[config.mk]
export PLATFORM = sky130hd
export DESIGN_NAME = audio_i2s_tx
export DESIGN_NICKNAME = d
export VERILOG_FILES = /design/src/rtl/audio_pkg.sv /design/src/rtl/audio_bclk_gen.sv /design/src/rtl/audio_i2s_tx.sv
export SDC_FILE = /design/constraint.sdc
export NUM_CORES = 1
export LEC_CHECK = 0
export CAP_MARGIN = 20
export CORE_UTILIZATION = 60
export DETAILED_ROUTE_END_ITERATION = 16
export DONT_BUFFER_PORTS = 1
export GPL_ROUTABILITY_DRIVEN = 0
export HOLD_SLACK_MARGIN = 0.15
export PLACE_DENSITY = 0.86
export SYNTH_ARGS = -nofsm -noshare
export SYNTH_HDL_FRONTEND = slang
export SYNTH_SLANG_ARGS = --single-unit
[constraint.sdc]
create_clock -name Clk -period 2.1 [get_ports Clk]
set_input_delay 0.42 -clock Clk [delete_from_list [all_inputs] [get_ports Clk]]
set_output_delay 0.42 -clock Clk [all_outputs]
set_load 0.005 [all_outputs]
[src/rtl/audio_pkg.sv]
`default_nettype none
// ============================================================================
//  Module      : audio_pkg
//  Description : Shared defaults, FSM state type and a counter-width helper
//                for the I2S audio transmit path.
//  Revision    : 1.0 - initial release
// ============================================================================
package audio_pkg;

  localparam int SAMPLE_W_DEF    = 16;
  localparam int CLK_DIV_DEF     = 16;
  localparam int INIT_CYCLES_DEF = 1000;

  typedef enum logic [1:0] {
    IDLE = 2'd0,
    WAIT = 2'd1,
    RUN  = 2'd2
  } tx_state_t;

  // Width of a counter that must hold the values 0..n-1 (never less than 1 bit)
  function automatic int cnt_width(input int n);
    return (n <= 2) ? 1 : $clog2(n);
  endfunction

endpackage
`default_nettype wire

[src/rtl/audio_bclk_gen.sv]
`default_nettype none
// ============================================================================
//  Module      : audio_bclk_gen
//  Description : I2S bit-clock divider. While enabled, BCLK toggles every
//                CLK_DIV system clocks; o_fall_stb flags the clock cycle whose
//                closing edge drives BCLK from 1 to 0. Disabled = held at 0.
//  Revision    : 1.0 - initial release
// ============================================================================
module audio_bclk_gen
  import audio_pkg::*;
#(
  parameter int CLK_DIV = CLK_DIV_DEF
) (
  input  logic clk,
  input  logic rst,
  input  logic i_en,
  output logic o_bclk,
  output logic o_fall_stb
);

  localparam int               DIV_W      = cnt_width(CLK_DIV);
  localparam logic [DIV_W-1:0] C_DIV_LAST = DIV_W'(CLK_DIV - 1);

  logic [DIV_W-1:0] div_cnt_q, div_cnt_d;
  logic             bclk_q, bclk_d;
  logic             w_wrap;

  // Half-period divider; counter and BCLK restart from zero whenever disabled
  always_comb begin
    w_wrap    = i_en && (div_cnt_q == C_DIV_LAST);
    div_cnt_d = '0;
    bclk_d    = 1'b0;
    if (i_en) begin
      div_cnt_d = w_wrap ? '0 : div_cnt_q + DIV_W'(1);
      bclk_d    = w_wrap ? ~bclk_q : bclk_q;
    end
  end

  // Divider state registers
  always_ff @(posedge clk or posedge rst) begin
    if (rst) begin
      div_cnt_q <= '0;
      bclk_q    <= 1'b0;
    end else begin
      div_cnt_q <= div_cnt_d;
      bclk_q    <= bclk_d;
    end
  end

  assign o_bclk     = bclk_q;
  assign o_fall_stb = w_wrap && bclk_q;

endmodule
`default_nettype wire

[src/rtl/audio_i2s_tx.sv]
`default_nettype none
// ============================================================================
//  Module      : audio_i2s_tx
//  Description : I2S transmitter. Runs the Init/Init_Finish start-up wait,
//                then serialises {LDATA,RDATA} MSB first with the standard
//                one-bit I2S delay and pulses data_over once per frame when
//                a new sample pair has been captured.
//                Build option: define MONO_MIX_EN to transmit the average of
//                the two channels on both slots instead of stereo data.
//  Revision    : 1.0 - initial release
// ============================================================================
module audio_i2s_tx
  import audio_pkg::*;
#(
  parameter int SAMPLE_W    = SAMPLE_W_DEF,
  parameter int CLK_DIV     = CLK_DIV_DEF,
  parameter int INIT_CYCLES = INIT_CYCLES_DEF
) (
  input  logic                Clk,
  input  logic                Reset,
  input  logic [SAMPLE_W-1:0] LDATA,
  input  logic [SAMPLE_W-1:0] RDATA,
  input  logic                Init,
  output logic                Init_Finish,
  output logic                data_over,
  output logic                BCLK,
  output logic                LRCLK,
  output logic                DACDAT
);

  localparam int                FRAME_W      = 2 * SAMPLE_W;
  localparam int                SLOT_W       = cnt_width(FRAME_W);
  localparam int                INIT_W       = cnt_width(INIT_CYCLES);
  localparam logic [INIT_W-1:0] C_INIT_LAST  = INIT_W'(INIT_CYCLES - 1);
  localparam logic [SLOT_W-1:0] C_SLOT_LAST  = SLOT_W'(FRAME_W - 1);
  localparam logic [SLOT_W-1:0] C_SLOT_FIRST = SLOT_W'(1);
  localparam logic [SLOT_W-1:0] C_SLOT_RIGHT = SLOT_W'(SAMPLE_W);

  tx_state_t          state_q, state_d;
  logic [INIT_W-1:0]  init_cnt_q, init_cnt_d;
  logic               init_finish_q, init_finish_d;
  logic [SLOT_W-1:0]  slot_q, slot_d;
  logic               lrclk_q, lrclk_d;
  logic [FRAME_W-1:0] shift_q, shift_d;
  logic               data_over_q, data_over_d;

  logic               w_run;
  logic               w_bclk;
  logic               w_fall_stb;
  logic [SLOT_W-1:0]  w_slot_next;
  logic [FRAME_W-1:0] w_word;

`ifdef MONO_MIX_EN
  // 17-bit signed sum cannot overflow; >>> floors toward minus infinity
  logic signed [SAMPLE_W:0]   w_sum;
  logic        [SAMPLE_W-1:0] w_mono;
  assign w_sum  = $signed({LDATA[SAMPLE_W-1], LDATA}) + $signed({RDATA[SAMPLE_W-1], RDATA});
  assign w_mono = SAMPLE_W'(w_sum >>> 1);
  assign w_word = {w_mono, w_mono};
`else
  assign w_word = {LDATA, RDATA};
`endif

  assign w_run = (state_q == RUN);

  audio_bclk_gen #(
    .CLK_DIV (CLK_DIV)
  ) u_bclk_gen (
    .clk        (Clk),
    .rst        (Reset),
    .i_en       (w_run),
    .o_bclk     (w_bclk),
    .o_fall_stb (w_fall_stb)
  );

  // Next-state logic: start-up FSM plus slot/shift updates on each BCLK fall
  always_comb begin
    state_d     = state_q;
    init_cnt_d  = init_cnt_q;
    slot_d      = slot_q;
    lrclk_d     = lrclk_q;
    shift_d     = shift_q;
    data_over_d = 1'b0;
    w_slot_next = (slot_q == C_SLOT_LAST) ? '0 : slot_q + SLOT_W'(1);

    unique case (state_q)
      IDLE: begin
        if (Init) begin
          state_d    = WAIT;
          init_cnt_d = '0;
        end
      end
      WAIT: begin
        // Init is not looked at here: the request was latched on entry
        if (init_cnt_q == C_INIT_LAST) begin
          state_d = RUN;
        end else begin
          init_cnt_d = init_cnt_q + INIT_W'(1);
        end
      end
      RUN: begin
        state_d = RUN;
      end
      default: begin
        state_d = IDLE;
      end
    endcase

    // RUN only leaves through Reset, so this is sticky once set
    init_finish_d = (state_d == RUN);

    // Slot 0 shifts out R[0] of the previous word; the capture entering slot 1
    // therefore realises the one-bit I2S delay without extra storage
    if (w_fall_stb) begin
      slot_d  = w_slot_next;
      lrclk_d = (w_slot_next >= C_SLOT_RIGHT);
      if (w_slot_next == C_SLOT_FIRST) begin
        shift_d     = w_word;
        data_over_d = 1'b1;
      end else begin
        shift_d = {shift_q[FRAME_W-2:0], 1'b0};
      end
    end
  end

  // State and output registers
  always_ff @(posedge Clk or posedge Reset) begin
    if (Reset) begin
      state_q       <= IDLE;
      init_cnt_q    <= '0;
      init_finish_q <= 1'b0;
      slot_q        <= '0;
      lrclk_q       <= 1'b0;
      shift_q       <= '0;
      data_over_q   <= 1'b0;
    end else begin
      state_q       <= state_d;
      init_cnt_q    <= init_cnt_d;
      init_finish_q <= init_finish_d;
      slot_q        <= slot_d;
      lrclk_q       <= lrclk_d;
      shift_q       <= shift_d;
      data_over_q   <= data_over_d;
    end
  end

  assign Init_Finish = init_finish_q;
  assign data_over   = data_over_q;
  assign BCLK        = w_bclk;
  assign LRCLK       = lrclk_q;
  assign DACDAT      = shift_q[FRAME_W-1];

endmodule
`default_nettype wire

==> Implementation_results.wiki <==
{| class="wikitable"
! Metric !! Value
|-
| Num rows || 24
|-
| Number of synthesized register bits || 56
|-
| LEAKAGE || 1.210 nW
|-
| Worst rel slew slack || 59.99%
|-
| Number of hold violations in the final report || 0
|-
| Via count of the first global-routing pass || between 2000 and 2500
|-
| Initial Util || a little over three fifths
|-
| Reg2reg start || slot_q[0]
|-
| Peak ir drop on the vdd network || ~560 µV
|-
| Crit path time final || around 2000 ps
|-
| Cell at the slowest stage of the critical path || sky130_fd_sc_hd__dfrtp_1
|-
| Min-Delay Path Class || in -> reg
|-
| Worst setup slack after placement || -68.37 ps
|-
| Cell Int Power || between 1.5 and 2 mW
|-
| Number of nets in the layout || 341
|-
| Die Span Y || 70.04 µm
|-
| Clock power share || roughly a third
|-
| Routed Wire Length || between 6000 and 7000 µm
|-
| Total global-route track usage || a little over a quarter
|-
| Relative contribution of sequential cells to total power || 56.0%
|-
| First-pass DRT Iterations || 5
|-
| Critical setup path kind || reg -> reg
|-
| DRC errors left || 0
|-
| Share of final-layout standard cells stronger than drive strength 1 || 12.25%
|-
| 1st-iter DRT viols || 308
|-
| Launching element type of the critical path || register
|-
| Syn_nets || 341
|-
| NetSw || just over 0.6 mW
|-
| Synth Area per Inst || 9.228 µm²
|-
| Design Power || 2.307 mW
|-
| Hold endpoint || shift_q[0]
|-
| Reg2reg end || shift_q[1]
|-
| Number of warning messages in the yosys log || 0
|-
| Number of distinct library cells after synthesis || 38
|-
| Crit-path max cell delay || ~410 ps
|-
| Post-place instance area || approximately 2800 µm²
|-
| Dpl hpwl || ~3800 µm
|-
| Pin slew with the least headroom to its limit || 587.5 ps
|-
| Final Cycle Share || between 90% and 100%
|-
| Gate Count Post-Synth || between 300 and 400
|-
| Source-to-sink clock delay at the later pin of the worst-skew pair || roughly 320 ps
|-
| Proportion of synthesized chip area in sequential cells || 50.45%
|-
| Maximum fanout encountered on the critical timing path || 6
|-
| Critical path, cell by cell || ha_1, and3_1, ha_2, nand2b_4, a21oi_4, clkbuf_16, a31oi_1, a21oi_1
|-
| Status || finished clean
|-
| Die W || approximately 70 µm
|-
| Total power divided by cell area || between 700 and 800 nW/µm²
|-
| Maximum buffer depth of the clock tree || 2
|-
| Clock root cell || sky130_fd_sc_hd__clkbuf_8
|-
| Growth of design area from synthesis to finish || 12.25%
|-
| Die Footprint || 4906 µm²
|-
| Global-route wire length before repair || between 10000 and 15000 µm
|-
| Endpoint arrival time on the critical path || 2280 ps
|-
| Worst hold path depth || 2
|-
| Vias after detailed routing || 2325
|-
| Initial antenna violation count || 0
|-
| Hold path start || RDATA[0]
|-
| Combinational share of power || around an eighth
|-
| Post-layout instance area || approximately 3100 µm²
|-
| Slack of the critical path || around 56 ps
|-
| Cell area after synthesis || around 2800 µm²
|-
| Avg Vias per Cell || approximately 6.6
|-
| Number of H-tree levels || 2
|-
| CP Capture Type || register
|-
| Number of CTS-inserted buffers || 5
|-
| Input/output buffers || 0
|-
| # IOs || 40
|-
| Clock tree from TritonCTS || built
|-
| Final antenna diode count || 0
|-
| Sw Ratio || 26.76%
|-
| Routed length per instance || 17.92 µm
|-
| Worst Reg2Reg Path Length in Cells || 8
|-
| Minimum setup slack among reg-to-reg paths || about 56 ps
|-
| Maximum clock frequency || about 490 MHz
|-
| Final setup viols || 0
|-
| Total number of clock tree sinks || 56
|-
| Maximum number of pins on one net before global-route repair || 39
|-
| Maximum capacitance violations || 0
|-
| Data required time at the worst endpoint || about 2300 ps
|-
| Clock edge transition at the registers on the reported setup and hold paths || 100 ps
|-
| Remaining antenna violation count after routing || 0
|-
| Clock skew after layout || approximately 15 ps
|-
| Floorplan core area || between 4000 and 5000 µm²
|-
| Grt ovf || 0
|-
| Final Max Slew Viols || 0
|}
critical path, delay by kind of cell (launching register included):
family                   cells  cell delay [ps]
adder cells (fa/ha/maj)      2              480
buffers and inverters        1              220
AND/OR/NAND/NOR              2              340
flip-flops                   1              410
AO/OA/AOI/OAI                3              530
synthesized netlist by cell type, drive strengths merged:
master  count  area share, %
inv         7           0.95
mux2        1           0.41
nand3       7            1.4
buf        12            2.6
a21o        1           0.32
ha          5            2.3
nor2b       3           0.68
or3         2           0.50
nand2      15            2.0
o211ai      2           0.54
nand2b      3           0.68
a21oi      36            6.6
o41ai       1           0.99
o31ai       2           0.54
and2        2           0.45
nor3        3           0.54
nand4       1           0.45
and4bb      1           0.45
o21ai      42            7.6
dfrtp      56             50
mux2i       1           0.81
a31oi      31            7.0
nand4b      3           0.95
xor2        1           0.32
nor4b       1           0.32
clkbuf      9            1.4
nor4        1           0.23
xnor2       6            1.9
nor2       42            5.7
and3        4            1.1
kinds of logic (layout without fill, tap and decap cells):
group,count (synthesis),count (layout),share of synthesized area [%]
xor gates and xnor gates,7,7,2.207
and+or+nand+nor,88,88,15.45
buffers and inverters,28,28,4.865
adders and majority gates,5,5,2.252
muxes,2,3,1.216
AOI/OAI and AO/OA,115,115,23.56
DFF,56,56,50.45
routing by layer:
metal | GRT usage (%) | share of wire, % | up-vias
met1 | 33.73 | 42 | 1126
met2 | 44.55 | 50 | 102
li1 | - | - | 1080
met3 | 6.205 | 6.0 | 17
met5 | 0 | 0 | -
met4 | 9.556 | 2.1 | 0
what timing repair did:
action | in CTS | in global routing
pin swaps | 0 | 5
hold endpoints to repair | 23 | 0
hold buffers | 1 | 0
gates resized for setup | 4 | 16
endpoints found under the setup margin | 33 | 32
setup buffers | 0 | 1
gates cloned | 1 | 3
placed cells by master, fill, tap and decap left out, types with 2 or more instances in the layout:
cell type,instances
sky130_fd_sc_hd__dfrtp_1,56
sky130_fd_sc_hd__nor2_1,40
sky130_fd_sc_hd__o21ai_0,36
sky130_fd_sc_hd__a21oi_1,35
sky130_fd_sc_hd__a31oi_1,31
sky130_fd_sc_hd__nand2_1,15
sky130_fd_sc_hd__nand3_1,6
sky130_fd_sc_hd__xnor2_1,6
sky130_fd_sc_hd__inv_1,6
sky130_fd_sc_hd__o21ai_1,6
sky130_fd_sc_hd__clkbuf_8,6
sky130_fd_sc_hd__buf_12,5
sky130_fd_sc_hd__ha_1,4
sky130_fd_sc_hd__nand4b_1,3
sky130_fd_sc_hd__nor3_1,3
sky130_fd_sc_hd__and3_1,3
sky130_fd_sc_hd__buf_6,3
sky130_fd_sc_hd__and2_1,2
sky130_fd_sc_hd__nand2b_1,2
sky130_fd_sc_hd__mux2i_4,2
sky130_fd_sc_hd__nor2b_1,2
sky130_fd_sc_hd__o211ai_1,2
sky130_fd_sc_hd__o31ai_1,2
sky130_fd_sc_hd__buf_4,2
stage by stage:
stage	std cells	hold WS (ps)	TNS (ps)	util [%]
final	354	233.5	0	70.63
after global routing	354	220.3	-3.186	70.63
after CTS	350	229.2	0	68.03
after detailed placement	340	383.5	-1278	64.43
after global placement	340	380.6	-7.883	64.43
after floorplan	301	449.2	0	-
power by group through the flow:
stage	logic, mW	registers (mW)	clock network [mW]
after floorplan	0.229	1.29	0
after global placement	0.262	1.31	0
after detailed placement	0.277	1.31	0
after CTS	0.278	1.29	0.743
after global routing	0.321	1.31	0.798
final	0.272	1.29	0.742
flip-flops by register name, summed over array words and instances, names as in the netlist:
register and count:
shift_q 32, u_bclk_gen.div_cnt_q 4, init_cnt_q 10, Init_Finish 1
state_q 2, u_bclk_gen.o_bclk 1, slot_q 5, data_over 1
area by class of cell:
| class | count | area, µm² |
|---|---|---|
| inverter | 7 | 26.28 |
| timing repair buffer | 13 | 198.9 |
| multi-input combinational | 218 | 1305 |
| clock buffer | 6 | 82.58 |
| fill | 315 | 1296 |
| clock inverter | 2 | 38.79 |
| sequential | 56 | 1401 |
| tap | 52 | 65.06 |
worst max path at each step:
stage	cells after the start	endpoint	start
5_1_grt	8	shift_q[6]	slot_q[0]
2_1_floorplan	8	shift_q[10]	slot_q[0]
3_3_place_gp	7	shift_q[16]	slot_q[0]
6_report	8	shift_q[1]	slot_q[0]
4_1_cts	8	shift_q[1]	slot_q[0]
3_5_place_dp	7	shift_q[28]	slot_q[0]
No activity file was read; power rests on OpenSTA's default activity.
